`src/rtl/debug_dump_sequencer_if.sv`:
```
// Handshake/bus bundle between the debug dump sequencer, the debug command FSM,
// the register bank / data memory debug read ports and the UART transmitter.
interface debug_dump_sequencer_if #(
  parameter int NB_DATA    = 8,
  parameter int NB_ADDR    = 32,
  parameter int NB_ADDR_RB = 5,
  parameter int NB_ADDR_DM = 7
);
  logic                  i_start;
  logic [1:0]            i_mode;
  logic [NB_ADDR-1:0]    i_pc_value;
  logic [NB_ADDR-1:0]    i_br_data;
  logic [NB_DATA-1:0]    i_dm_data;
  logic                  i_tx_done;
  logic [NB_ADDR_RB-1:0] o_rb_addr;
  logic                  o_rb_read_enable;
  logic [NB_ADDR_DM-1:0] o_dm_addr;
  logic                  o_dm_read_enable;
  logic [NB_DATA-1:0]    o_tx_data;
  logic                  o_tx_start;
  logic                  o_busy;
  logic                  o_done;

  modport master (
    input  i_start, i_mode, i_pc_value, i_br_data, i_dm_data, i_tx_done,
    output o_rb_addr, o_rb_read_enable, o_dm_addr, o_dm_read_enable,
           o_tx_data, o_tx_start, o_busy, o_done
  );

  modport slave (
    output i_start, i_mode, i_pc_value, i_br_data, i_dm_data, i_tx_done,
    input  o_rb_addr, o_rb_read_enable, o_dm_addr, o_dm_read_enable,
           o_tx_data, o_tx_start, o_busy, o_done
  );
endinterface

```
`src/rtl/debug_dump_sequencer.sv`:
```
// Debug dump sequencer: streams the PC, the register bank and/or data memory
// to the UART transmitter, LSB first, one byte per TX handshake.
module debug_dump_sequencer #(
  parameter int NB_DATA     = 8,
  parameter int NB_ADDR     = 32,
  parameter int NB_ADDR_RB  = 5,
  parameter int N_REGS      = 32,
  parameter int NB_ADDR_DM  = 7,
  parameter int DM_DEPTH    = 128,
  parameter int BYTES_IN_32 = 4
) (
  input  logic                   i_clock,
  input  logic                   i_reset,
  debug_dump_sequencer_if.master dbg
);
  localparam int NB_CNT  = (NB_ADDR_DM > NB_ADDR_RB) ? NB_ADDR_DM : NB_ADDR_RB;
  localparam int NB_BYTE = (BYTES_IN_32 > 1) ? $clog2(BYTES_IN_32) : 1;
  localparam logic [NB_CNT-1:0]  LAST_REG  = NB_CNT'(N_REGS - 1);
  localparam logic [NB_CNT-1:0]  LAST_DM   = NB_CNT'(DM_DEPTH - 1);
  localparam logic [NB_BYTE-1:0] LAST_BYTE = NB_BYTE'(BYTES_IN_32 - 1);

  localparam logic [1:0] MODE_REGS = 2'd0;
  localparam logic [1:0] MODE_PC   = 2'd1;
  localparam logic [1:0] MODE_DM   = 2'd2;
  localparam logic [1:0] MODE_ALL  = 2'd3;

  typedef enum logic [1:0] {
    SEC_PC   = 2'd0,
    SEC_REGS = 2'd1,
    SEC_DM   = 2'd2
  } section_e;

  typedef enum logic [2:0] {
    ST_IDLE    = 3'd0,
    ST_FETCH   = 3'd1,
    ST_CAPTURE = 3'd2,
    ST_SEND    = 3'd3,
    ST_WAIT_TX = 3'd4,
    ST_DONE    = 3'd5
  } state_e;

  function automatic section_e first_section(input logic [1:0] mode);
    section_e sec;
    case (mode)
      MODE_REGS: sec = SEC_REGS;
      MODE_PC:   sec = SEC_PC;
      MODE_DM:   sec = SEC_DM;
      default:   sec = SEC_PC;
    endcase
    return sec;
  endfunction

  state_e              state_r, state_nxt_s;
  section_e            section_r, section_nxt_s, sec_next_s;
  logic [1:0]          mode_r, mode_nxt_s;
  logic [NB_ADDR-1:0]  pc_snap_r, pc_snap_nxt_s;
  logic [NB_ADDR-1:0]  shift_r, shift_nxt_s;
  logic [NB_CNT-1:0]   word_cnt_r, word_cnt_nxt_s;
  logic [NB_BYTE-1:0]  byte_cnt_r, byte_cnt_nxt_s;
  logic                byte_more_s, word_more_s, sec_more_s;

  logic [NB_ADDR_RB-1:0] rb_addr_r, rb_addr_nxt_s;
  logic [NB_ADDR_DM-1:0] dm_addr_r, dm_addr_nxt_s;
  logic [NB_DATA-1:0]    tx_data_r, tx_data_nxt_s;
  logic rb_re_r, rb_re_nxt_s, dm_re_r, dm_re_nxt_s;
  logic tx_start_r, tx_start_nxt_s, busy_r, busy_nxt_s, done_r, done_nxt_s;

  // Section bookkeeping: what is left in the current word, section and mode.
  always_comb begin
    byte_more_s = 1'b0;
    word_more_s = 1'b0;
    sec_more_s  = 1'b0;
    sec_next_s  = section_r;
    case (section_r)
      SEC_REGS: begin
        byte_more_s = (byte_cnt_r != LAST_BYTE);
        word_more_s = (word_cnt_r != LAST_REG);
      end
      SEC_DM: begin
        byte_more_s = 1'b0;
        word_more_s = (word_cnt_r != LAST_DM);
      end
      default: begin
        byte_more_s = (byte_cnt_r != LAST_BYTE);
        word_more_s = 1'b0;
      end
    endcase
    if (mode_r == MODE_ALL) begin
      case (section_r)
        SEC_PC: begin
          sec_more_s = 1'b1;
          sec_next_s = SEC_REGS;
        end
        SEC_REGS: begin
          sec_more_s = 1'b1;
          sec_next_s = SEC_DM;
        end
        default: begin
          sec_more_s = 1'b0;
          sec_next_s = section_r;
        end
      endcase
    end else begin
      sec_more_s = 1'b0;
      sec_next_s = section_r;
    end
  end

  // FSM state and datapath registers.
  always_ff @(posedge i_clock) begin
    if (i_reset) begin
      state_r    <= ST_IDLE;
      section_r  <= SEC_PC;
      mode_r     <= 2'd0;
      pc_snap_r  <= {NB_ADDR{1'b0}};
      shift_r    <= {NB_ADDR{1'b0}};
      word_cnt_r <= {NB_CNT{1'b0}};
      byte_cnt_r <= {NB_BYTE{1'b0}};
    end else begin
      state_r    <= state_nxt_s;
      section_r  <= section_nxt_s;
      mode_r     <= mode_nxt_s;
      pc_snap_r  <= pc_snap_nxt_s;
      shift_r    <= shift_nxt_s;
      word_cnt_r <= word_cnt_nxt_s;
      byte_cnt_r <= byte_cnt_nxt_s;
    end
  end

  // Next state plus the counter/shift-register updates that go with each transition.
  always_comb begin
    state_nxt_s    = state_r;
    section_nxt_s  = section_r;
    mode_nxt_s     = mode_r;
    pc_snap_nxt_s  = pc_snap_r;
    shift_nxt_s    = shift_r;
    word_cnt_nxt_s = word_cnt_r;
    byte_cnt_nxt_s = byte_cnt_r;
    case (state_r)
      ST_IDLE: begin
        if (dbg.i_start) begin
          mode_nxt_s     = dbg.i_mode;
          pc_snap_nxt_s  = dbg.i_pc_value;
          section_nxt_s  = first_section(dbg.i_mode);
          word_cnt_nxt_s = {NB_CNT{1'b0}};
          byte_cnt_nxt_s = {NB_BYTE{1'b0}};
          state_nxt_s    = ST_FETCH;
        end else begin
          state_nxt_s = ST_IDLE;
        end
      end
      ST_FETCH: state_nxt_s = ST_CAPTURE;
      ST_CAPTURE: begin
        case (section_r)
          SEC_REGS: shift_nxt_s = dbg.i_br_data;
          SEC_DM:   shift_nxt_s = {{(NB_ADDR - NB_DATA){1'b0}}, dbg.i_dm_data};
          default:  shift_nxt_s = pc_snap_r;
        endcase
        state_nxt_s = ST_SEND;
      end
      ST_SEND: state_nxt_s = ST_WAIT_TX;
      ST_WAIT_TX: begin
        if (!dbg.i_tx_done) begin
          state_nxt_s = ST_WAIT_TX;
        end else if (byte_more_s) begin
          shift_nxt_s    = shift_r >> NB_DATA;
          byte_cnt_nxt_s = byte_cnt_r + NB_BYTE'(1);
          state_nxt_s    = ST_SEND;
        end else if (word_more_s) begin
          word_cnt_nxt_s = word_cnt_r + NB_CNT'(1);
          byte_cnt_nxt_s = {NB_BYTE{1'b0}};
          state_nxt_s    = ST_FETCH;
        end else if (sec_more_s) begin
          section_nxt_s  = sec_next_s;
          word_cnt_nxt_s = {NB_CNT{1'b0}};
          byte_cnt_nxt_s = {NB_BYTE{1'b0}};
          state_nxt_s    = ST_FETCH;
        end else begin
          state_nxt_s = ST_DONE;
        end
      end
      ST_DONE: state_nxt_s = ST_IDLE;
      default: state_nxt_s = ST_IDLE;
    endcase
  end

  // Outputs are decoded from the upcoming state so they can be registered without lag.
  always_comb begin
    rb_addr_nxt_s  = rb_addr_r;
    dm_addr_nxt_s  = dm_addr_r;
    tx_data_nxt_s  = tx_data_r;
    rb_re_nxt_s    = 1'b0;
    dm_re_nxt_s    = 1'b0;
    tx_start_nxt_s = 1'b0;
    busy_nxt_s     = 1'b0;
    done_nxt_s     = 1'b0;
    case (state_nxt_s)
      ST_FETCH: begin
        busy_nxt_s = 1'b1;
        if (section_nxt_s == SEC_REGS) begin
          rb_addr_nxt_s = word_cnt_nxt_s[NB_ADDR_RB-1:0];
          rb_re_nxt_s   = 1'b1;
        end else if (section_nxt_s == SEC_DM) begin
          dm_addr_nxt_s = word_cnt_nxt_s[NB_ADDR_DM-1:0];
          dm_re_nxt_s   = 1'b1;
        end else begin
          rb_re_nxt_s = 1'b0;
          dm_re_nxt_s = 1'b0;
        end
      end
      ST_CAPTURE, ST_WAIT_TX: busy_nxt_s = 1'b1;
      ST_SEND: begin
        busy_nxt_s     = 1'b1;
        tx_start_nxt_s = 1'b1;
        tx_data_nxt_s  = shift_nxt_s[NB_DATA-1:0];
      end
      ST_DONE: done_nxt_s = 1'b1;
      default: busy_nxt_s = 1'b0;
    endcase
  end

  // Output registers.
  always_ff @(posedge i_clock) begin
    if (i_reset) begin
      rb_addr_r  <= {NB_ADDR_RB{1'b0}};
      dm_addr_r  <= {NB_ADDR_DM{1'b0}};
      tx_data_r  <= {NB_DATA{1'b0}};
      rb_re_r    <= 1'b0;
      dm_re_r    <= 1'b0;
      tx_start_r <= 1'b0;
      busy_r     <= 1'b0;
      done_r     <= 1'b0;
    end else begin
      rb_addr_r  <= rb_addr_nxt_s;
      dm_addr_r  <= dm_addr_nxt_s;
      tx_data_r  <= tx_data_nxt_s;
      rb_re_r    <= rb_re_nxt_s;
      dm_re_r    <= dm_re_nxt_s;
      tx_start_r <= tx_start_nxt_s;
      busy_r     <= busy_nxt_s;
      done_r     <= done_nxt_s;
    end
  end

  assign dbg.o_rb_addr        = rb_addr_r;
  assign dbg.o_rb_read_enable = rb_re_r;
  assign dbg.o_dm_addr        = dm_addr_r;
  assign dbg.o_dm_read_enable = dm_re_r;
  assign dbg.o_tx_data        = tx_data_r;
  assign dbg.o_tx_start       = tx_start_r;
  assign dbg.o_busy           = busy_r;
  assign dbg.o_done           = done_r;
endmodule

```
`src/flat_wrapper.sv`:
```
// flat-port wrapper written by rule: the top's interface ports become plain ports
module debug_dump_sequencer_flat 
#(
  parameter int NB_DATA     = 8,
  parameter int NB_ADDR     = 32,
  parameter int NB_ADDR_RB  = 5,
  parameter int N_REGS      = 32,
  parameter int NB_ADDR_DM  = 7,
  parameter int DM_DEPTH    = 128,
  parameter int BYTES_IN_32 = 4
)
  (i_clock, i_reset, dbg_i_start, dbg_i_mode, dbg_i_pc_value, dbg_i_br_data, dbg_i_dm_data, dbg_i_tx_done, dbg_o_rb_addr, dbg_o_rb_read_enable, dbg_o_dm_addr, dbg_o_dm_read_enable, dbg_o_tx_data, dbg_o_tx_start, dbg_o_busy, dbg_o_done);
  debug_dump_sequencer_if #(.NB_DATA(NB_DATA), .NB_ADDR(NB_ADDR), .NB_ADDR_RB(NB_ADDR_RB), .NB_ADDR_DM(NB_ADDR_DM)) dbg_i ();
  input  logic i_clock;
  input  logic i_reset;
  input wire logic [$bits(dbg_i.i_start)-1:0] dbg_i_start;
  input wire logic [$bits(dbg_i.i_mode)-1:0] dbg_i_mode;
  input wire logic [$bits(dbg_i.i_pc_value)-1:0] dbg_i_pc_value;
  input wire logic [$bits(dbg_i.i_br_data)-1:0] dbg_i_br_data;
  input wire logic [$bits(dbg_i.i_dm_data)-1:0] dbg_i_dm_data;
  input wire logic [$bits(dbg_i.i_tx_done)-1:0] dbg_i_tx_done;
  output wire logic [$bits(dbg_i.o_rb_addr)-1:0] dbg_o_rb_addr;
  output wire logic [$bits(dbg_i.o_rb_read_enable)-1:0] dbg_o_rb_read_enable;
  output wire logic [$bits(dbg_i.o_dm_addr)-1:0] dbg_o_dm_addr;
  output wire logic [$bits(dbg_i.o_dm_read_enable)-1:0] dbg_o_dm_read_enable;
  output wire logic [$bits(dbg_i.o_tx_data)-1:0] dbg_o_tx_data;
  output wire logic [$bits(dbg_i.o_tx_start)-1:0] dbg_o_tx_start;
  output wire logic [$bits(dbg_i.o_busy)-1:0] dbg_o_busy;
  output wire logic [$bits(dbg_i.o_done)-1:0] dbg_o_done;
  assign dbg_i.i_start = dbg_i_start;
  assign dbg_i.i_mode = dbg_i_mode;
  assign dbg_i.i_pc_value = dbg_i_pc_value;
  assign dbg_i.i_br_data = dbg_i_br_data;
  assign dbg_i.i_dm_data = dbg_i_dm_data;
  assign dbg_i.i_tx_done = dbg_i_tx_done;
  assign dbg_o_rb_addr = dbg_i.o_rb_addr;
  assign dbg_o_rb_read_enable = dbg_i.o_rb_read_enable;
  assign dbg_o_dm_addr = dbg_i.o_dm_addr;
  assign dbg_o_dm_read_enable = dbg_i.o_dm_read_enable;
  assign dbg_o_tx_data = dbg_i.o_tx_data;
  assign dbg_o_tx_start = dbg_i.o_tx_start;
  assign dbg_o_busy = dbg_i.o_busy;
  assign dbg_o_done = dbg_i.o_done;
  debug_dump_sequencer #(.NB_DATA(NB_DATA), .NB_ADDR(NB_ADDR), .NB_ADDR_RB(NB_ADDR_RB), .N_REGS(N_REGS), .NB_ADDR_DM(NB_ADDR_DM), .DM_DEPTH(DM_DEPTH), .BYTES_IN_32(BYTES_IN_32)) u_core (.i_clock(i_clock), .i_reset(i_reset), .dbg(dbg_i));
endmodule
```
`config.mk`:
```
export PLATFORM = sky130hd
export DESIGN_NAME = debug_dump_sequencer_flat
export DESIGN_NICKNAME = d
export VERILOG_FILES = /design/src/rtl/debug_dump_sequencer_if.sv /design/src/rtl/debug_dump_sequencer.sv /design/src/flat_wrapper.sv
export SDC_FILE = /design/constraint.sdc
export NUM_CORES = 1
export LEC_CHECK = 0
export ABC_AREA = 1
export CAP_MARGIN = 20
export CORE_MARGIN = 2
export CORE_UTILIZATION = 52
export DETAILED_ROUTE_END_ITERATION = 7
export GPL_TIMING_DRIVEN = 0
export PLACE_DENSITY = 0.81
export SETUP_SLACK_MARGIN = 0.2
export SLEW_MARGIN = 20
export SYNTH_ARGS = -nofsm -noshare
export SYNTH_HDL_FRONTEND = slang
export SYNTH_SLANG_ARGS = --single-unit
```
`constraint.sdc`:
```
create_clock -name i_clock -period 2.05 [get_ports i_clock]
set_input_delay 0.5125 -clock i_clock [delete_from_list [all_inputs] [get_ports i_clock]]
set_output_delay 0.5125 -clock i_clock [all_outputs]
set_load 0.1 [all_outputs]
```
== After elaboration in Yosys (flattened, before gate mapping) ==
Cells that the tools add are included.
Storage, ports and cells
  input port bits: 78
  output and inout bits: 25
  word-level logic and storage cells: 96
  register bits: 105
Operators by class
  reductions and logical operators: 14
  mux-type cells: 40
  equal/unequal tests: 22
  add/sub/neg operators: 2
  bitwise logic cells: 2
Operators with widths (count)
  32-bit case mux with 2 select lines: 2
  32-bit 2-to-1 mux: 2
  7-bit 2-to-1 mux: 5
  2-bit 2-to-1 mux: 11
  2-bit case mux with 2 select lines: 4
  3-bit case mux with 5 select lines: 1
  7-bit case mux with 2 select lines: 1
  3-bit by 2-bit equality test with 1-bit output (second input constant): 4
  3-bit 2-to-1 mux: 4
  3-bit equality test (second input constant): 3
  1-bit 2-to-1 mux: 9
  2-bit equality test (second input constant): 4
  7-bit by 1-bit adder with 7-bit output (second input constant): 1
  7-bit by 5-bit inequality test with 1-bit output (second input constant): 1
  7-bit inequality test (second input constant): 1
  3-bit by 1-bit equality test with 1-bit output (second input constant): 2
  2-bit inequality test (second input constant): 3
  3-bit AND reduction: 2
  2-bit by 1-bit equality test with 1-bit output (second input constant): 2
  2-bit zero test: 2
  4-bit by 1-bit inequality test with 1-bit output (second input constant): 1
  2-bit AND reduction: 2
  4-bit AND reduction: 1
  2-bit nonzero test: 2
  8 further kinds: 10

== Logic depth before layout (Yosys ltp) ==
Gate-level depths: netlist of run 1.
  depth in word-level cells: 12
  depth in mapped cells: 17
  depth with buffers taken out: 16

== Least setup slack after synthesis of run 1 ==
OpenSTA, ideal clock, no wires.
  kind: register to register
  start: register u_core.section_r[0]
  end: register u_core.dm_addr_r[1] (netlist: u_core.dbg.o_dm_addr[1])
  buffers on the path: 2
  library setup time: 119 ps
  cell stages (with the launch flop): 17
  data arrival time: 1770 ps
  path slack: 161 ps
  cells stage by stage: dfxtp_1 > inv_1 > ha_1 > buf_6 > nor2_2 > nand2_1 > nand2_2 > nand2_4 > nand2_4 > nand3_1 > nand2_1 > nand2_2 > nand2_4 > buf_6 > nand3_1 > nand2_1 > nor2_1
On the way
  longest elaborated chain between the ends: 12
  elaborated cells between the ends (all ways): 31
  classes of those cells: eq/ne: 5; mux: 22; bitwise: 1; reduce/logical: 3
Ends and longest elaborated chain
  from (decl): line debug_dump_sequencer.sv:54  | section_e section_r, section_nxt_s, sec_next_s;
  from (signal assigned): line debug_dump_sequencer.sv:121  | section_r <= section_nxt_s;
  2-bit by 1-bit equality test with 1-bit output / 2-bit zero test (equally long branches): line debug_dump_sequencer.sv:74, debug_dump_sequencer.sv:89
  2-bit OR reduction (no source line)
  1-bit 2-to-1 mux: line debug_dump_sequencer.sv:89  | case (section_r)
  1-bit 2-to-1 mux: line debug_dump_sequencer.sv:88  | if (mode_r == MODE_ALL) begin
  2-bit 2-to-1 mux: line debug_dump_sequencer.sv:173  | end else if (sec_more_s) begin
  2-bit 2-to-1 mux: line debug_dump_sequencer.sv:169  | end else if (word_more_s) begin
  2-bit 2-to-1 mux: line debug_dump_sequencer.sv:165  | end else if (byte_more_s) begin
  2-bit 2-to-1 mux: line debug_dump_sequencer.sv:163  | if (!dbg.i_tx_done) begin
  2-bit case mux with 2 select lines: line debug_dump_sequencer.sv:139  | case (state_r)
  2-bit by 1-bit equality test with 1-bit output: line debug_dump_sequencer.sv:200  | if (section_nxt_s == SEC_REGS) begin
  1-bit NOT (no source line)
  3-bit AND reduction (no source line)
  to (signal assigned): line debug_dump_sequencer.sv:226  | dm_addr_r <= {NB_ADDR_DM{1'b0}};
  to (signal assigned): line debug_dump_sequencer.sv:235  | dm_addr_r <= dm_addr_nxt_s;
  to (decl): line debug_dump_sequencer.sv:63  | logic [NB_ADDR_DM-1:0] dm_addr_r, dm_addr_nxt_s;
Several ways; a longest one is shown, not always the timed one.
A chain may end at the register's enable or synchronous reset.

== Worst setup path in the final report of run 1 ==
  start: input port dbg_i_start
  end: register u_core.dm_addr_r[5] (netlist: u_core.dbg.o_dm_addr[5])
On the way
  longest elaborated chain between the ends: 5
  elaborated cells between the ends (all ways): 11
  classes of those cells: eq/ne: 3; mux: 6; bitwise: 1; reduce/logical: 1
Ends and longest elaborated chain
  from (decl): line flat_wrapper.sv:16  | input wire logic [$bits(dbg_i.i_start)-1:0] dbg_i_start;
  2-bit 2-to-1 mux: line debug_dump_sequencer.sv:141  | if (dbg.i_start) begin
  2-bit case mux with 2 select lines: line debug_dump_sequencer.sv:139
  2-bit by 1-bit equality test with 1-bit output: line debug_dump_sequencer.sv:200
  1-bit NOT (no source line)
  3-bit AND reduction (no source line)
Several ways; a longest one is shown, not always the timed one.

==> results of run 1 <==
through the flow:
stage                     area [um^2]  TNS [ps]
after detailed placement         6210    -27580
final                            7200      -294
after CTS                        6870         0
after floorplan                  5030         0
after global routing             7200      -875
after global placement           6210    -26230
area by class of cell:
class / instances / share of cell area, %
Tap cell: 129 / 2.24
Timing Repair Buffer: 130 / 18.2
Multi-Input combinational cell: 548 / 40.4
Clock buffer: 12 / 2.16
Sequential cell: 105 / 29.3
Buffer: 39 / 3.62
Clock inverter: 4 / 1.03
Inverter: 52 / 3.01
path summary, 6_finish.rpt:
kind	cells after the start	slack (ps)	start	to
max	11	-100	dbg_i_start	u_core.dbg.o_dm_addr[5]
min	2	460	u_core.pc_snap_r[31]	u_core.pc_snap_r[31]
max reg2reg	15	20	u_core.word_cnt_r[1]	u_core.dbg.o_dm_addr[5]
min reg2reg	2	460	u_core.pc_snap_r[31]	u_core.pc_snap_r[31]
state kept, by name, indices dropped and copies added (netlist names), 2 cells and up:
| name | flops |
|---|---|
| u_core.shift_r | 32 |
| u_core.word_cnt_r | 7 |
| u_core.state_r | 3 |
| u_core.byte_cnt_r | 2 |
| u_core.dbg.o_tx_data | 8 |
| u_core.dbg.o_rb_addr | 5 |
| u_core.section_r | 2 |
| u_core.pc_snap_r | 32 |
| u_core.mode_r | 2 |
| u_core.dbg.o_dm_addr | 7 |
placed cells by master, fill, tap and decap left out, types with 13 or more instances in the layout:
master             n
clkbuf_1          15
nand3_1           59
clkdlybuf4s50_1   76
nor2_1           117
nand2_4           14
a21oi_1           30
buf_4             23
o21ai_0           53
nand2_2           13
nand2_1          178
dfxtp_1          101
clkdlybuf4s15_2   25
inv_1             37
repair_timing:
action | CTS | global route
hold buffers | 0 | 0
buffers inserted | 20 | 7
pin swaps | 24 | 25
endpoints found under the setup margin | 86 | 81
gates resized for setup | 140 | 88
cloned | 1 | 1
power by group through the flow:
stage	Clock (mW)	Sequential, mW	Combinational [mW]
floorplan	0	2.60	0.619
global placement	0	2.33	1.29
detailed placement	0	2.34	1.31
CTS	1.48	2.29	1.40
global route	1.58	2.31	1.64
finish	1.49	2.30	1.53
routing by layer:
layer / vias to the layer above / track usage (%)
li1: 2671 / -
met1: 2605 / 35.7
met2: 282 / 50.5
met3: 67 / 4.04
met4: 0 / 10.6
met5: - / 0
cell families (layout without fill, tap and decap cells):
logic type      after synthesis  after routing  share of synthesized area, %
compound gates              119            119                          13.0
fa+ha+maj                     5              5                          1.24
simple gates                423            424                          36.6
buf+inv                      91            237                          7.34
flops                       105            105                          41.8
critical path, delay by kind of cell:
family                 cells  cell delay (ps)
AOI/OAI and AO/OA          1              510
buffers and inverters      2              600
and+or+nand+nor            8              830
==> run_results.csv, run 1 <==
group,metric,value,unit
cells_and_area,nNetsFinal,968,
sta,hold_ws,462,ps
cells_and_area,final_cells,1019,
route,firstDrtPassIters,5,
setup_path,critPathLaunchType,"input pin",
placement,gp_congestion,0.922,
setup_path,worstPathRequired,2360,ps
floorplanning,io-pin-count,103,
cts,cts_buffers,9,
synthesis,ys_types,33,
grt,antenna_found_initial,0,
grt,grt_max_degree,17,
sta,slew_violations,0,
power,power.internal,3.50,mW
cts,cts_tree,"done",
sta,worst_pin_slew,597,ps
power,p_sw,1.80,mW
synthesis,async_reset_ff_share,0,%
synthesis,seq_area_frac_synth,41.8,%
synthesis,ys_ff_latch,105,
sta,fmax,465,MHz
sta,finalSetupViolations,7,
placement,dp_hpwl,10300,um
setup_path,path_cells,"clkdlybuf4s50_1, o21ai_1, nand2_1, nand2_2, nand2_4, nand2_8, buf_6, nand2_8, nand2_1, nand2_1, nor2_1",
route,via_count,5625,
setup_path,cp_max_fo,6,
cts,clk_pin_slew,100,ps
synthesis,syn_area_per_cell,6.76,um^2
floorplanning,die_area,0.0105,mm^2
synthesis,yosys.area.top_type,"dfxtp_1",
synthesis,synthTopCellsByCount,"nand2_1, nor2_1, dfxtp_1, nand3_1, o21ai_0",
cells_and_area,drive_gt1_share,21.2,%
route,routed_via_density,5.52,
setup_path,max_stage_delay,510,ps
synthesis,yosysWarnings,0,
power,irDropWorstVdd,0.000395,V
placement,pre_cts_ws,-525,ps
setup_path,end_kind,"register",
setup_path,cp_common_cell,"nand2_1",
power,power_frac_comb,28.8,%
floorplanning,rows,35,
cts,htreeDepth,3,
sta,slew_headroom,59.9,%
route,routed_wl,16100,um
run,cap_violations,0,
sta,fin_crit,2150,ps
grt,grt_overflow_total,0,
grt,grt_pass1_vias,5170,
route,drt-initial-drc-count,386,
synthesis,synth_area,0.00503,mm^2
route,wl_per_cell,15.8,um
cells_and_area,area_delta_synth_final,43.2,%
route,drc_errors,0,
synthesis,synth_edf_count,0,
power,seqPwrFrac,43.2,%
power,totalPowerFinal,5.31,mW
floorplanning,dieWidth,102,um
power,clock_power_share,28.0,%
synthesis,synth_flop_cell,"dfxtp_1",
sta,hold_viol,0,
route,dr_wl_met2,7960,um
cts,cts.path.max_buffers,2,
setup_path,crit_slowest_cell,"o21ai_1",
synthesis,syn_nets,826,
power,leakage,2.97,nW
synthesis,synthMostInstantiatedCell,"nand2_1",
sta,layout_setup_ws,-101,ps
cts,clk_latency,380,ps
synthesis,synth_top_area_share,41.8,%
sta,fin_crit_sh,105,%
placement,dp.cells,974,
cts,root_buffer,"clkbuf_8",
floorplanning,start_util,53.9,%
floorplanning,die_y,102,um
cells_and_area,final_util,77.2,%
sta,rsz0062_at_grt,"yes",
worst_hold_path,hold_class,"register to register",
cells_and_area,num_antenna_cells,0,
route,highest_layer,"met4",
sta,fin_skew,9.29,ps
cts,clock_sinks,105,
floorplanning,core,0.00933,mm^2
setup_path,crit_type,"input pin to register",
cells_and_area,fillers,671,
status,violations,"negative setup slack",
route,wl_met1,6410,um
route,postRouteAntennaNets,0,
setup_path,cp.arrival,2460,ps
cells_and_area,area.sequential,0.00211,mm^2
synthesis,synth_area_leaders,"dfxtp_1, nand2_1, nor2_1",
cells_and_area,multi_input_area,0.00291,mm^2
placement,portBuffers,102,
grt,grt_pass1_wl,23700,um
power,swShare,34.0,%
synthesis,syn_inst,743,
status,status,"complete, but fails checks",
power,power-per-cell-area,737,mW/mm^2
route,wl_met3,1170,um
grt,grt_usage,28.7,%
No activity file was read; power rests on OpenSTA's default activity.
==> run 2: changes to the inputs <==
- GPL_ROUTABILITY_DRIVEN: not set -> 0
==> run 2 against run 1 <==
First-iteration DRC count fell by 1.8%. The flow still finishes with violations (negative setup slack). Combinational power down 3%. Routed wire length is 0.72% lower. Via count barely moved. Core utilization down 1.6 points. Count of clock-buffer cells in the layout decreased by 3. Sequential power is essentially flat. Final cell count shrank 0.59%. Non-clock buffer count fell by 6. Critical endpoint is now u_core.dbg.o_dm_addr[2]. Clock skew is 0.55 ps lower. Fmax is 4.6% higher. Clock power decreased by 13%.
==> run_results.csv, run 2 (synthesis gave the netlist of run 1 again) <==
group,metric,value,unit
grt,busiest_layer,"met2",
sta,finalSetupViolations,3,
route,postRouteAntennaNets,0,
grt,grt_pass1_wl,23800,um
cts,clock_sinks,105,
setup_path,end_kind,"register",
cells_and_area,area.sequential,0.00211,mm^2
power,power-per-cell-area,721,mW/mm^2
sta,hold_viol,0,
grt,grt_usage,28.9,%
placement,dp.cells,974,
floorplanning,rows,35,
cells_and_area,nNetsFinal,962,
route,routed_wl,16000,um
run,cap_violations,0,
cells_and_area,final_cells,1013,
route,firstDrtPassIters,5,
cells_and_area,mostFrequentLayoutCells,"nand2_1, nor2_1, dfxtp_1, clkdlybuf4s50_1, nand3_1",
sta,fin_skew,8.74,ps
sta,slew_violations,0,
route,routed_via_density,5.56,
power,leakage,2.89,nW
cts,clk_latency,380,ps
placement,portBuffers,102,
cells_and_area,final_common_cell,"nand2_1",
setup_path,r2r_slack,-7,ps
setup_path,crit_type,"register to register",
floorplanning,dieWidth,102,um
status,violations,"negative setup slack",
cts,htreeDepth,3,
cts,clk_pin_slew,100,ps
sta,worst_pin_slew,591,ps
route,drc_errors,0,
floorplanning,start_util,53.9,%
setup_path,worstPathRequired,2340,ps
floorplanning,io-pin-count,103,
sta,fin_crit,2060,ps
cells_and_area,multi_input_area,0.00289,mm^2
placement,pre_cts_ws,-508,ps
grt,grt_max_degree,18,
route,drt-initial-drc-count,379,
grt,gr-usage-met2,51.5,%
sta,timing.setup.tns,-12.9,ps
cells_and_area,num_antenna_cells,0,
grt,use_met1,34.3,%
sta,fin_crit_sh,100,%
route,wl_per_cell,15.8,um
cts,cts_buffers,9,
setup_path,reg2regPathDepth,17,
sta,slew_headroom,60.6,%
grt,antenna_found_initial,0,
status,status,"complete, but fails checks",
grt,grt_overflow_total,0,
floorplanning,core,0.00933,mm^2
placement,dp_hpwl,10000,um
grt,grt_util_met3,4.72,%
cells_and_area,fillers,704,
cts,cts_tree,"done",
cells_and_area,area_delta_synth_final,40.2,%
sta,fmax,486,MHz
cells_and_area,drive_gt1_share,20.8,%
power,irDropWorstVdd,0.000586,V
floorplanning,die_area,0.0105,mm^2
cts,cts.path.max_buffers,2,
worst_hold_path,hold_class,"register to register",
setup_path,cp_max_fo,6,
cts,root_buffer,"clkbuf_8",
setup_path,critPathLaunchType,"register",
cells_and_area,postLayoutCellArea,0.00705,mm^2
sta,rsz0062_at_grt,"yes",
placement,placed_area,0.00621,mm^2
setup_path,cp.arrival,2340,ps
grt,grt_pass1_vias,5346,
route,via_count,5630,
worst_hold_path,min_path_cells,2,
floorplanning,die_y,102,um
power,totalPowerFinal,5.08,mW
sta,layout_setup_ws,-6.83,ps
[run 2: cell type report]
type	instances	area share (%)
well taps	129	2.29
plain buffers	39	3.43
flip-flops and latches	105	30.0
repair buffers	124	17.6
clock buffers	9	1.76
inverters	52	2.95
multi-input cells	548	41.0
clock inverters	7	0.994
[run 2: metal layers]
layer | wire length [um] | vias up
met2 | 7890 | 315
li1 | - | 2660
met5 | 0 | -
met1 | 6220 | 2581
met3 | 1200 | 74
met4 | 648 | 0
[run 2: per-stage QoR]
stage	utilization, %	hold slack (ps)
final	75.5	465
after CTS	72.6	467
after global placement	66.6	443
after global routing	75.5	480
after floorplan	-	425
after detailed placement	66.6	452
[run 2: repair_timing]
| action | 4_1_cts | 5_1_grt |
|---|---|---|
| endpoints found under the setup margin | 88 | 72 |
| hold buffers | 0 | 0 |
| cloned | 2 | 1 |
| gates resized for setup | 146 | 67 |
| buffers inserted | 12 | 8 |
| pin swaps | 28 | 39 |
[run 2: power breakdown]
group / total (mW) / switching, mW / internal [mW]
clock: 1.30 / 0.736 / 0.565
combinational: 1.49 / 0.969 / 0.517
sequential: 2.29 / 0.0911 / 2.20
[run 2: critical path: stages (launching register included)]
cell and delay (ps):
dfxtp_4 380, inv_4 70, ha_4 160, nor2_4 50, buf_6 130, nor2_4 160, inv_4 80, nor2_2 130
nand2_2 70, nand2_1 60, nand2_2 60, nand2_4 90, nand2_8 90, buf_6 150, nand2_8 80, nand2_2 60
nand2_1 80, nor2_1 50
[run 2: final timing paths]
check,startpoint,endpoint
max,u_core.section_r[0],u_core.dbg.o_dm_addr[2]
min reg2reg,u_core.pc_snap_r[31],u_core.pc_snap_r[31]
max reg2reg,u_core.section_r[0],u_core.dbg.o_dm_addr[2]
min,u_core.pc_snap_r[31],u_core.pc_snap_r[31]
